==> src/rtl/hazard_scoreboard.sv <==
// Load-use hazard scoreboard with HALT drain sequencing; optional stall counter via HAZARD_STATS_EN.
// Stall/bubble outputs are combinational; scoreboard and halt FSM advance only on enabled edges.
module hazard_scoreboard #(
    parameter int NB_REG_ADDR  = 5,
    parameter int NB_OP        = 6,
    parameter int LOAD_LATENCY = 1,
    parameter int DRAIN_CYCLES = 4
) (
    input  logic                      i_clk,
    input  logic                      i_reset,
    input  logic                      i_enable,
    input  logic [NB_REG_ADDR-1:0]    i_if_id_rs,
    input  logic [NB_REG_ADDR-1:0]    i_if_id_rt,
    input  logic                      i_if_id_rt_used,
    input  logic [NB_OP-1:0]          i_if_id_op,
    input  logic [NB_REG_ADDR-1:0]    i_id_ex_rt,
    input  logic [NB_OP-1:0]          i_id_ex_op,
    input  logic                      i_id_ex_valid,
    output logic                      o_stall,
    output logic                      o_ctr_reg_src,
    output logic                      o_halt_fetch,
    output logic                      o_halted,
    output logic [2**NB_REG_ADDR-1:0] o_busy_mask
`ifdef HAZARD_STATS_EN
    ,
    output logic [31:0]               o_stall_count
`endif
);

    localparam int NUM_REGS = 2**NB_REG_ADDR;

    localparam logic [NB_OP-1:0] CODE_OP_LB   = NB_OP'(6'b100000);
    localparam logic [NB_OP-1:0] CODE_OP_LH   = NB_OP'(6'b100001);
    localparam logic [NB_OP-1:0] CODE_OP_LW   = NB_OP'(6'b100011);
    localparam logic [NB_OP-1:0] CODE_OP_LBU  = NB_OP'(6'b100100);
    localparam logic [NB_OP-1:0] CODE_OP_LHU  = NB_OP'(6'b100101);
    localparam logic [NB_OP-1:0] CODE_OP_LWU  = NB_OP'(6'b100111);
    localparam logic [NB_OP-1:0] CODE_OP_HALT = NB_OP'(6'b111111);

    localparam logic [2:0] LOAD_INIT  = 3'(LOAD_LATENCY - 1);
    localparam logic [3:0] DRAIN_INIT = 4'(DRAIN_CYCLES - 1);

    localparam logic [1:0] ST_RUN    = 2'd0;
    localparam logic [1:0] ST_DRAIN  = 2'd1;
    localparam logic [1:0] ST_HALTED = 2'd2;

    function automatic logic is_load(input logic [NB_OP-1:0] op);
        return (op == CODE_OP_LB)  || (op == CODE_OP_LH)  || (op == CODE_OP_LW) ||
               (op == CODE_OP_LBU) || (op == CODE_OP_LHU) || (op == CODE_OP_LWU);
    endfunction

    logic [2:0] cnt_q [NUM_REGS];
    logic [2:0] cnt_d [NUM_REGS];
    logic [1:0] state_q, state_d;
    logic [3:0] drain_q, drain_d;

    logic ex_load, ex_hit, sb_hit, halted, accept;

    assign ex_load = i_id_ex_valid & is_load(i_id_ex_op) & (i_id_ex_rt != '0);
    assign ex_hit  = ex_load & ((i_id_ex_rt == i_if_id_rs) |
                                (i_if_id_rt_used & (i_id_ex_rt == i_if_id_rt)));
    assign sb_hit  = ((i_if_id_rs != '0) & (cnt_q[i_if_id_rs] != 3'd0)) |
                     (i_if_id_rt_used & (i_if_id_rt != '0) & (cnt_q[i_if_id_rt] != 3'd0));

    assign halted        = (state_q == ST_HALTED);
    assign o_stall       = (ex_hit | sb_hit) & ~halted;
    assign o_ctr_reg_src = o_stall;
    assign o_halted      = halted;

    // HALT is only taken when it can leave ID, i.e. not while it is being stalled.
    assign accept       = (state_q == ST_RUN) & (i_if_id_op == CODE_OP_HALT) & ~o_stall & i_enable;
    assign o_halt_fetch = (state_q != ST_RUN) | accept;

    always_comb begin
        for (int i = 0; i < NUM_REGS; i++) begin
            cnt_d[i]       = (cnt_q[i] != 3'd0) ? cnt_q[i] - 3'd1 : 3'd0;
            o_busy_mask[i] = (cnt_q[i] != 3'd0);
            if (ex_load && (i_id_ex_rt == NB_REG_ADDR'(i))) begin
                cnt_d[i] = LOAD_INIT;
            end
        end
    end

    always_comb begin
        state_d = state_q;
        drain_d = drain_q;
        case (state_q)
            ST_RUN: begin
                if (accept) begin
                    state_d = ST_DRAIN;
                    drain_d = DRAIN_INIT;
                end
            end
            ST_DRAIN: begin
                if (drain_q <= 4'd1) begin
                    state_d = ST_HALTED;
                    drain_d = 4'd0;
                end else begin
                    drain_d = drain_q - 4'd1;
                end
            end
            default: begin
                state_d = ST_HALTED;
                drain_d = 4'd0;
            end
        endcase
    end

    always_ff @(posedge i_clk) begin
        if (i_reset) begin
            for (int i = 0; i < NUM_REGS; i++) begin
                cnt_q[i] <= 3'd0;
            end
            state_q <= ST_RUN;
            drain_q <= 4'd0;
        end else if (i_enable) begin
            for (int i = 0; i < NUM_REGS; i++) begin
                cnt_q[i] <= cnt_d[i];
            end
            state_q <= state_d;
            drain_q <= drain_d;
        end
    end

`ifdef HAZARD_STATS_EN
    logic [31:0] stall_count_q, stall_count_d;

    always_comb begin
        stall_count_d = stall_count_q;
        if (o_stall && i_enable && !halted && (stall_count_q != 32'hFFFF_FFFF)) begin
            stall_count_d = stall_count_q + 32'd1;
        end
    end

    always_ff @(posedge i_clk) begin
        if (i_reset) begin
            stall_count_q <= 32'd0;
        end else begin
            stall_count_q <= stall_count_d;
        end
    end

    assign o_stall_count = stall_count_q;
`endif

endmodule

==> config.mk <==
export PLATFORM = sky130hd
export DESIGN_NAME = hazard_scoreboard
export DESIGN_NICKNAME = d
export VERILOG_FILES = /design/src/rtl/hazard_scoreboard.sv
export SDC_FILE = /design/constraint.sdc
export NUM_CORES = 1
export LEC_CHECK = 0
export ABC_AREA = 0
export CORE_ASPECT_RATIO = 1.4
export CORE_MARGIN = 2
export CORE_UTILIZATION = 57
export CTS_CLUSTER_DIAMETER = 120
export DETAILED_ROUTE_END_ITERATION = 8
export PLACE_DENSITY = 0.79
export SYNTH_ARGS = -nofsm -noshare
export SYNTH_HDL_FRONTEND = slang
export SYNTH_SLANG_ARGS = --single-unit
==> constraint.sdc <==
create_clock -name i_clk -period 6.85 [get_ports i_clk]
set_input_delay 1.37 -clock i_clk [delete_from_list [all_inputs] [get_ports i_clk]]
set_output_delay 1.37 -clock i_clk [all_outputs]
set_load 0.01 [all_outputs]
Yosys cells after proc, flatten, opt, wreduce, memory -nomap -nowiden
Memory sizes are Yosys's and may differ from the RTL's.
Index checks and enable logic that the tools add are counted.
{ "totals": {"regBits": 6, "mem_bits_rw": 96, "mem_count": 1, "out_inout_bits": 36, "wordCells": 316} }
{ "op_classes": {"mux": 107, "n_bitwise": 49, "n_eq_ne": 44, "add_sub_neg": 33, "reduce_logical": 79, "magnitude_cmp": 1} }
{ "mem_list": {"columns": ["name", "depth", "word_bits", "rd", "rd_clocked_by_memory_dff", "wr", "line", "rtl"], "rows": [
  ["cnt_q", 32, 3, 34, 0, 32, "52", "logic [2:0] cnt_q [NUM_REGS];"]
]} }
{ "ops": {"columns": ["op", "count"], "rows": [
  ["$mux W3", 96],
  ["$reduce_bool A3 Y1", 34],
  ["$sub A3 B1 Y3 const B", 32],
  ["$eq A5 B5 Y1 const B", 16],
  ["$eq A6 B6 Y1 const B", 7],
  ["$eq A5 B4 Y1 const B", 8],
  ["$or A1 B1 Y1", 36],
  ["$logic_and A1 B1 Y1", 32],
  ["$eq A5 B3 Y1 const B", 4],
  ["$reduce_bool A5 Y1", 3],
  ["$and A1 B1 Y1", 11],
  ["$eq A5 B2 Y1 const B", 2],
  ["$eq A5 B5 Y1", 2],
  ["$mux W4", 2],
  ["$pmux W4 S2", 1],
  ["$eq A5 B1 Y1 const B", 1],
  ["$logic_not A5 Y1", 1],
  ["$logic_or A1 B1 Y1", 5],
  ["$mux W1", 5],
  ["$le A4 B1 Y1 const B", 1],
  ["$mux W2", 2],
  ["$ne A2 B2 Y1 const B", 2],
  ["$pmux W2 S2", 1],
  ["$sub A4 B1 Y4 const B", 1],
  ["7 further kinds", 8]
]} }

Longest topological paths before layout
Gate-level depths: netlist of the first run.
{ "depth": {"depth_word": 16, "mapped_depth": 10, "ltp_nobuf": 7} }

Least setup slack after synthesis of the first run
No wires, ideal clock.
{ "synth_path": {"kind": "in2out", "from": "input i_if_id_rt[0]", "to": "output o_halt_fetch", "required_time_ns": 5.480, "path_slack_ns": 2.104, "arrival_ns": 3.376, "path_stages": 7, "cell_sequence": "buf_6 > mux4_2 > a2111oi_2 > nor4_1 > or4_4 > or3_4 > nand2_1"} }
{ "synth_via": {"elab_chain_cells": 10, "word_cells_on_any_way": 16, "classes_between": "1 x eq/ne; 12 x bitwise; 2 x reduce/logical; 1 x memory"} }
{ "synth_rtl": {"columns": ["item", "line", "rtl"], "rows": [
  ["start: declaration", "13", "input logic [NB_REG_ADDR-1:0] i_if_id_rt,"],
  ["$mem_v2 Z32 W3 (tied with other cells)", null, null],
  ["$reduce_bool A3 Y1 (tied with other cells)", "63", "(i_if_id_rt_used & (i_if_id_rt != '0) & (cnt_q[i_if_id_rt] != 3'd0));"],
  ["$and A1 B1 Y1 / $or A1 B1 Y1 (equally long branches)", "63, 60", null],
  ["$or A1 B1 Y1 / $and A1 B1 Y1 (equally long branches)", "62, 60", null],
  ["$or A1 B1 Y1 *", "66", "assign o_stall = (ex_hit | sb_hit) & ~halted;"],
  ["$and A1 B1 Y1 *", "66", null],
  ["$not A1 Y1 *", "71", "assign accept = (state_q == ST_RUN) & (i_if_id_op == CODE_OP_HALT) & ~o_stall & i_enable;"],
  ["$and A1 B1 Y1 * (2 in a row)", "71", null],
  ["$or A1 B1 Y1 *", "72", "assign o_halt_fetch = (state_q != ST_RUN) | accept;"],
  ["end: declaration", "21", "output logic o_halt_fetch,"]
]} }
Mark *: on every way between the ends. The rest lies on a longest branch, timed or not.

Worst setup path after layout of the first run
{ "layout_path": {"from": "input i_if_id_rs[2]", "to": "output o_halt_fetch"} }
{ "layout_via": {"elab_chain_cells": 10, "word_cells_on_any_way": 14, "classes_between": "1 x eq/ne; 10 x bitwise; 2 x reduce/logical; 1 x memory"} }
{ "layout_rtl": {"columns": ["item", "line", "rtl"], "rows": [
  ["start: declaration", "12", "input logic [NB_REG_ADDR-1:0] i_if_id_rs,"],
  ["$mem_v2 Z32 W3", null, null],
  ["$reduce_bool A3 Y1", "62", "assign sb_hit = ((i_if_id_rs != '0) & (cnt_q[i_if_id_rs] != 3'd0)) |"],
  ["$and A1 B1 Y1", "62", null],
  ["$or A1 B1 Y1", "62", null],
  ["$or A1 B1 Y1 *", "66", null],
  ["$and A1 B1 Y1 *", "66", null],
  ["$not A1 Y1 *", "71", null],
  ["$and A1 B1 Y1 * (2 in a row)", "71", null],
  ["$or A1 B1 Y1 *", "72", null]
]} }
Marks and branches as above.

==> run summary, run 1 <==
The run finished with clean final reports. The total I/O pin count is 68. For this run, the total global-route usage over all layers was measured as 0.252. The level count of the clock H-tree came out at 3.

The design draws between 1.5 and 2 mW. Of all cell types, the one taking the most synthesized area is sky130_fd_sc_hd__edfxtp_1. The worst setup path is of the primary input to output pin kind. The netlist area before placement came out at between 0.006 and 0.007 mm². The leakage power summed over all cells is between 2 and 3 nW. At the worst endpoint, the required time is between 5000 and 6000 ps. IR analysis of the VDD net gives a maximum drop of roughly 0.18 mV.

Counting along the longest clock path gives a buffer depth of 2. After detailed routing, the number of remaining DRC violations is 0. The number of global-route vias before repair came out at around 5200. The worst register-to-register path begins at cnt_q[10][2].

The peak fanout along the critical path came out at 13. The final setup violation count came out at 0. The post-synthesis net count is 749. STA classifies the critical path endpoint as an output pin. The max capacitance violation total came out at 0. The main flop type after synthesis is sky130_fd_sc_hd__edfxtp_1. The relative area change from synthesis to final layout came out at 15.4%. The total die area is 0.0125 mm².

The count of TritonRoute iterations in the first routing pass came out at 5. The clock period could shrink to around 5900 ps. Of the total power, combinational logic draws 0.278. The number of sinks on the clock net came out at 102.

Setup repair after global routing left no endpoint under its margin. The worst hold path begins at drain_q[2]. The number of gates given a new drive strength after cts came out at 0. The most common cell in the synthesized netlist is sky130_fd_sc_hd__nor2_1. By count the netlist is led by sky130_fd_sc_hd__nor2_1 (116), sky130_fd_sc_hd__edfxtp_1 (96), sky130_fd_sc_hd__inv_1 (73), sky130_fd_sc_hd__ha_1 (66), sky130_fd_sc_hd__nand2b_1 (38).

The relative slew slack came out at 0.417. The congestion estimate from routability-driven global placement came to about 0.92. The area share of the largest cell type after synthesis is 0.434. The post-DP HPWL is approximately 11000 µm.

The worst register-to-register path ends at drain_q[3]. The final count of hold timing violations came out at 0. Clock tree synthesis selected as its root buffer the cell sky130_fd_sc_hd__clkbuf_16. The number of rows created at floorplan is 46. The Yosys warning count came out at 0. The number of enable flip-flop cells after synthesis came out at 96. The power density over cell area came out at roughly 250 mW/mm². Synthesis instantiated just under 60 different standard cells from the library. Derived from the worst setup path, the maximum achievable clock frequency is about 170 MHz. For the final database, setup skew stands at about 6.6 ps.

Using the TritonRoute via totals, the vias-per-cell ratio works out to 5.92. Counting every instance in the synthesized netlist gives between 600 and 700. The horizontal die dimension is 95.2 µm. Post-CTS timing repair inserted 0 buffers for setup. Of the total power, the share spent switching nets is 0.304. The final global-route overflow total is 0. The final total negative setup slack is 0 ps. The final antenna diode count came out at 0. For this run, the post-layout net count is a little over 800.

The synthesized design contains 102 register bits. Of the total power, the clock network draws 0.273. The switching power summed over all nets is 0.573 mW. The reg-to-reg setup timing slack is about 4000 ps. The core box area is between 0.01 and 0.015 mm². The first global-routing pass estimated between 20000 and 25000 µm of wire. TritonCTS built the clock tree. Across all hold checks on the routed design, the worst slack comes to about 540 ps. The ratio of cells with drive above 1 in the final layout is 0.0446. The internal power is 1.31 mW. The share of the Yosys chip area taken by registers is 0.452. The worst hold path belongs to the class flop to flop. The post-route clock period utilization is 0.863. The number of buffers added by the clock tree synthesis step is 9.

In this run the tool buffered the top-level ports with 66 buffer cells. STA classifies the critical path startpoint as a primary input. The worst-skew pair later-pin latency came out at roughly 350 ps. Along the worst hold path, the cell count comes to 2.

The number of nets with antenna violations after detailed routing came out at 0. The register share of total power is 0.449. The post-synthesis async set-or-reset flop share is 0. The worst endpoint data arrival time came out at approximately 4500 ps. For this design, the CTS-stage hold fixing added 0 buffers. The initial antenna violation count is 0.

The wire length after detailed routing is between 15000 and 20000 µm. The number of pins with negative max-slew slack in the final report came to 0. Measured in cells, the most critical reg-to-reg path has a length of 7.

The pin slew with the least headroom to its limit came out at roughly 870 ps. The starting density of the core came out at 0.585. The average detailed-routed wire length per instance is around 18 µm.

The vias after detailed routing came out at 5100. By area the synthesized netlist is led by sky130_fd_sc_hd__edfxtp_1 (43%), sky130_fd_sc_hd__ha_1 (12%), sky130_fd_sc_hd__nor2_1 (6.6%). The initial detailed-routing violation count is between 300 and 400.

The path with the worst hold slack has its endpoint at drain_q[2]. The pin count of the biggest net entering global routing came out at 50. The clock slew seen by the registers of the worst setup and hold paths came out at roughly 70 ps. A synthesized cell averages 10.2 µm². The floorplan die height is between 100 and 150 µm.
[critical path: stages]
cell and delay (ps):
sky130_fd_sc_hd__clkdlybuf4s50_1 680, sky130_fd_sc_hd__nor4_1 420, sky130_fd_sc_hd__a311oi_1 100, sky130_fd_sc_hd__o31ai_1 310
sky130_fd_sc_hd__a41oi_1 160, sky130_fd_sc_hd__or4_4 460, sky130_fd_sc_hd__or3_4 440, sky130_fd_sc_hd__nand2_1 80
sky130_fd_sc_hd__clkdlybuf4s50_1 530
[metrics by stage]
step | cells | util | worst slack (ps) | instance area [µm²]
after global placement | 846 | 0.650 | 987 | 7370
after global routing | 862 | 0.676 | 850 | 7660
after detailed placement | 846 | 0.650 | 971 | 7370
after CTS | 862 | 0.676 | 962 | 7660
final | 862 | 0.676 | 939 | 7660
after floorplan | 651 | - | 2100 | 6640
[power groups by stage]
stage,clock network (mW),registers [mW],logic (mW)
floorplan,0,0.840,0.336
global placement,0,0.852,0.491
detailed placement,0,0.858,0.519
CTS,0.516,0.845,0.525
global route,0.539,0.858,0.581
finish,0.516,0.847,0.524
[cells by family after synthesis]
kind of cell,Yosys count,synth area share
XOR/XNOR,38,0.0502
adder cells (fa/ha/maj),66,0.124
multiplexers,11,0.0209
AO/OA/AOI/OAI,88,0.0988
buffers and inverters,95,0.0664
AND/OR/NAND/NOR,251,0.187
flip-flops,102,0.452
[how the worst max path moves through the flow]
stage	from	to	slack [ps]
finish	i_if_id_rs[2]	o_halt_fetch	940
global route	i_if_id_rs[0]	o_halt_fetch	850
CTS	i_if_id_rs[0]	o_halt_fetch	960
detailed placement	i_if_id_rt[0]	o_halt_fetch	970
global placement	i_if_id_rt[0]	o_halt_fetch	990
floorplan	i_if_id_rt[0]	o_halt_fetch	2100
[routing by layer]
metal  up-vias  wire, µm  global-route usage
met1      2482      6130               0.304
li1       2432         -                   -
met3        21       829              0.0413
met5         -         0                   0
met2       165      8160               0.447
met4         0       308              0.0837
[area by class of cell]
| class | count | area, µm² |
|---|---|---|
| Timing Repair Buffer | 73 | 713 |
| Fill cell | 889 | 3680 |
| Multi-Input combinational cell | 454 | 3200 |
| Inverter | 73 | 274 |
| Clock inverter | 6 | 62.6 |
| Tap cell | 144 | 180 |
| Sequential cell | 102 | 3000 |
| Clock buffer | 10 | 229 |
[state kept, by name, summed over array words and instances, names as in the netlist]
name	cells
state_q	2
cnt_q	96
drain_q	4
[cell usage in the layout (no fill, tap or decap), types with 3 or more instances in the layout]
cell,Yosys,routed
sky130_fd_sc_hd__o41ai_1,3,3
sky130_fd_sc_hd__o21ai_0,6,6
sky130_fd_sc_hd__nor4_1,16,16
sky130_fd_sc_hd__nand2b_1,38,38
sky130_fd_sc_hd__nand3_1,6,6
sky130_fd_sc_hd__o22ai_1,4,4
sky130_fd_sc_hd__edfxtp_1,96,96
sky130_fd_sc_hd__o31ai_1,4,4
sky130_fd_sc_hd__nor4b_1,7,7
sky130_fd_sc_hd__nand2_1,17,17
sky130_fd_sc_hd__xnor2_1,29,29
sky130_fd_sc_hd__xor2_1,9,9
sky130_fd_sc_hd__clkbuf_16,0,9
sky130_fd_sc_hd__ha_1,66,66
sky130_fd_sc_hd__a311oi_1,3,3
sky130_fd_sc_hd__a21oi_1,10,10
sky130_fd_sc_hd__a211oi_1,5,5
sky130_fd_sc_hd__nor3_1,29,29
sky130_fd_sc_hd__buf_4,1,7
sky130_fd_sc_hd__inv_1,73,73
sky130_fd_sc_hd__o211ai_1,29,29
sky130_fd_sc_hd__nor2_1,116,116
sky130_fd_sc_hd__mux2i_1,9,9
sky130_fd_sc_hd__dfxtp_1,6,6
sky130_fd_sc_hd__nor2b_1,7,6
sky130_fd_sc_hd__clkdlybuf4s50_1,0,66
(Power assumes the default switching activity.)
==> run 2, diff against run 1 <==
- CORE_UTILIZATION: 57 -> 55
- GPL_TIMING_DRIVEN: default -> 1
- PLACE_DENSITY: 0.79 -> 0.77
==> run summary, run 2 (synthesized netlist as in run 1, its figures left out) <==
The run finished with clean final reports. The clock skew after layout came to 6.31 ps (-0.315 ps). The final weighted congestion of routability-driven global placement is 0.932 (+0.89%).

The power density over cell area came out at 246 mW/mm² (about the same). The final count of hold timing violations was 0 (unchanged). The sequential cell area is 0.00300 mm² (unchanged). The count of TritonRoute iterations in the first routing pass came to 6 (+1). Setup repair after global routing left no endpoint under its margin. The library cell used as clock root buffer is sky130_fd_sc_hd__clkbuf_16. The clock period minus worst slack came out at 6000 ps (+83.9 ps).

The starting density of the core came out at 0.561 (-0.0239). The worst endpoint data arrival time came out at 4630 ps (+90 ps). STA classifies the critical path startpoint as a primary input.

The number of sinks on the clock net is 102 (unchanged). The library cell used most frequently in the layout, excluding fill and tap cells, is sky130_fd_sc_hd__nor2_1. The post-DP HPWL is 11700 µm (+2.7%). The leakage power summed over all cells came out at 3.00 nW (about the same). The final setup violation count came out at 0 (unchanged). The maximum resistive drop on vdd came out at 0.138 mV (-25%). The floorplan die height came out at 134 µm (+1.7%). The core box area is 0.0118 mm² (+4.2%).

The relative slew slack came out at 0.380 (-0.0367). The quantity of hold-fixing buffers added after cts came out at 0 (unchanged). The final-layout fill cell count came out at 958 (+7.8%).

The peak fanout along the critical path came to 10 (-3). The data required time at the worst endpoint came out at 5480 ps (about the same). The worst hold margin came out at 551 ps (+7.62 ps). The number of rows created at floorplan came to 47 (+2.2%). The global-route track usage on met2 is 0.434 (-0.0131).

The final global-route overflow total is 0 (unchanged). The area used by multi-input combinational logic was 0.00320 mm² (unchanged). The post-route clock period utilization came out at 0.875 (+0.0122). The worst-skew pair later-pin latency is 340 ps (about the same). The quantity of I/O buffers inserted on ports came to 66 (unchanged). The worst hold path belongs to the class flop to flop. The max capacitance violation total came to 0 (unchanged). The average detailed-routed wire length per instance came out at 18.3 µm (+2.1%). The met3 routing resource usage after global routing is 0.0412 (-0.000117).

The via density per instance came out at 5.95 (+0.61%). The level count of the clock H-tree was 3 (unchanged). The initial detailed-routing violation count was 447 (+29%).

The type of element capturing the critical path is an output pin. The layer flagged by global routing as most heavily used is met2. The pin count of the biggest net entering global routing was 61 (+22%). The clock slew seen by the registers of the worst setup and hold paths came out at 70 ps (about the same). The flip-flop count of the largest register, all copies and words added is 96 (unchanged). The global-route total usage across every layer is 0.247 (-0.00511). The number of pins with negative max-slew slack in the final report is 0 (unchanged). TritonCTS built the clock tree. The relative area change from synthesis to final layout is 15.3%. The largest registers in the layout are cnt_q (96), drain_q (4), state_q (2). The top cell types in the final layout, fill and taps aside, are sky130_fd_sc_hd__nor2_1 (116), sky130_fd_sc_hd__edfxtp_1 (96), sky130_fd_sc_hd__inv_1 (73), sky130_fd_sc_hd__ha_1 (66), sky130_fd_sc_hd__clkdlybuf4s50_1 (66).

The total die area is 0.0130 mm² (+3.5%). The net count of the finished layout is 809 (-0.25%). The number of global-route vias before repair came out at 5229 (+0.54%). The pin slew with the least headroom to its limit is 926 ps (+54.8 ps). The count of buffers added by post-CTS timing repair for setup is 0 (unchanged).

The number of gates given a new drive strength after cts is 0 (unchanged). The horizontal die dimension is 96.8 µm (+1.7%). The final antenna diode count came out at 0 (unchanged). The wire length after detailed routing came out at 15800 µm (+2.2%). The initial antenna violation count came to 0 (unchanged). The fraction of met1 tracks used by global routing came out at 0.299 (-0.00460). The maximum number of buffers from clock root to sink is 2 (unchanged).

The total I/O pin count was 68 (unchanged). The wire length of the first global-routing pass came out at 25700 µm (+5.0%). The final total negative setup slack is 0 ps (unchanged). The vias after detailed routing is 5137 (+0.73%). The worst setup path is of the primary input to output pin kind. The register with the most flip-flops is cnt_q. The number of buffers added by the clock tree synthesis step came out at 9 (unchanged). The ratio of cells with drive above 1 in the final layout came out at 0.0433 (-0.00127).

The maximum clock frequency came out at 167 MHz (-1.4%). The number of design rule violations left after detail routing is 0 (unchanged). The number of nets with antenna violations after detailed routing is 0 (unchanged).
run 2: cell count changes in the layout (fill, tap and decap cells not counted), sizes merged:
cell / previous run / this run
buf: 7 / 5
clkinv: 3 / 5
clkinvlp: 2 / 0
run 2: report_power, final:
| part | total [mW] | switching, mW | internal [mW] |
|---|---|---|---|
| clock network | 0.512 | 0.229 | 0.283 |
| logic | 0.525 | 0.279 | 0.246 |
| registers | 0.845 | 0.0634 | 0.782 |
run 2: layer usage:
metal  vias up  share of wire
li1       2428              -
met1      2487           0.40
met2       189           0.51
met3        33          0.058
met4         0          0.033
met5         -              0
run 2: final timing paths:
check                startpoint            to  slack (ps)  depth (start not counted)
setup / recovery  i_id_ex_rt[0]  o_halt_fetch         850                          8
hold / removal       drain_q[2]    drain_q[2]         550                          2
setup reg to reg   cnt_q[10][2]    drain_q[3]        3980                          7
hold reg to reg      drain_q[2]    drain_q[2]         550                          2
run 2: critical path, cell delays in order:
cell and delay [ps]:
sky130_fd_sc_hd__clkdlybuf4s50_1 540, sky130_fd_sc_hd__or2_1 520, sky130_fd_sc_hd__o41ai_1 440, sky130_fd_sc_hd__o21ai_1 140, sky130_fd_sc_hd__or4_4 570, sky130_fd_sc_hd__or3_4 440
sky130_fd_sc_hd__nand2_1 80, sky130_fd_sc_hd__clkdlybuf4s50_1 520
run 2: stage by stage:
stage | worst slack (ps) | instances | total power [mW] | util | cell area [µm²]
3_5_place_dp | 878 | 847 | 1.38 | 0.622 | 7360
6_report | 855 | 863 | 1.88 | 0.647 | 7650
2_1_floorplan | 2100 | 651 | 1.18 | - | 6640
4_1_cts | 870 | 863 | 1.89 | 0.647 | 7650
3_3_place_gp | 920 | 847 | 1.34 | 0.622 | 7360
5_1_grt | 763 | 863 | 1.97 | 0.647 | 7650
run 2: area by class of cell:
class,count,area share
clock inverters,6,0.00818
clock buffers,10,0.0299
flip-flops and latches,102,0.393
repair buffers,71,0.0913
well taps,147,0.0240
multi-input cells,454,0.418
inverters,73,0.0358
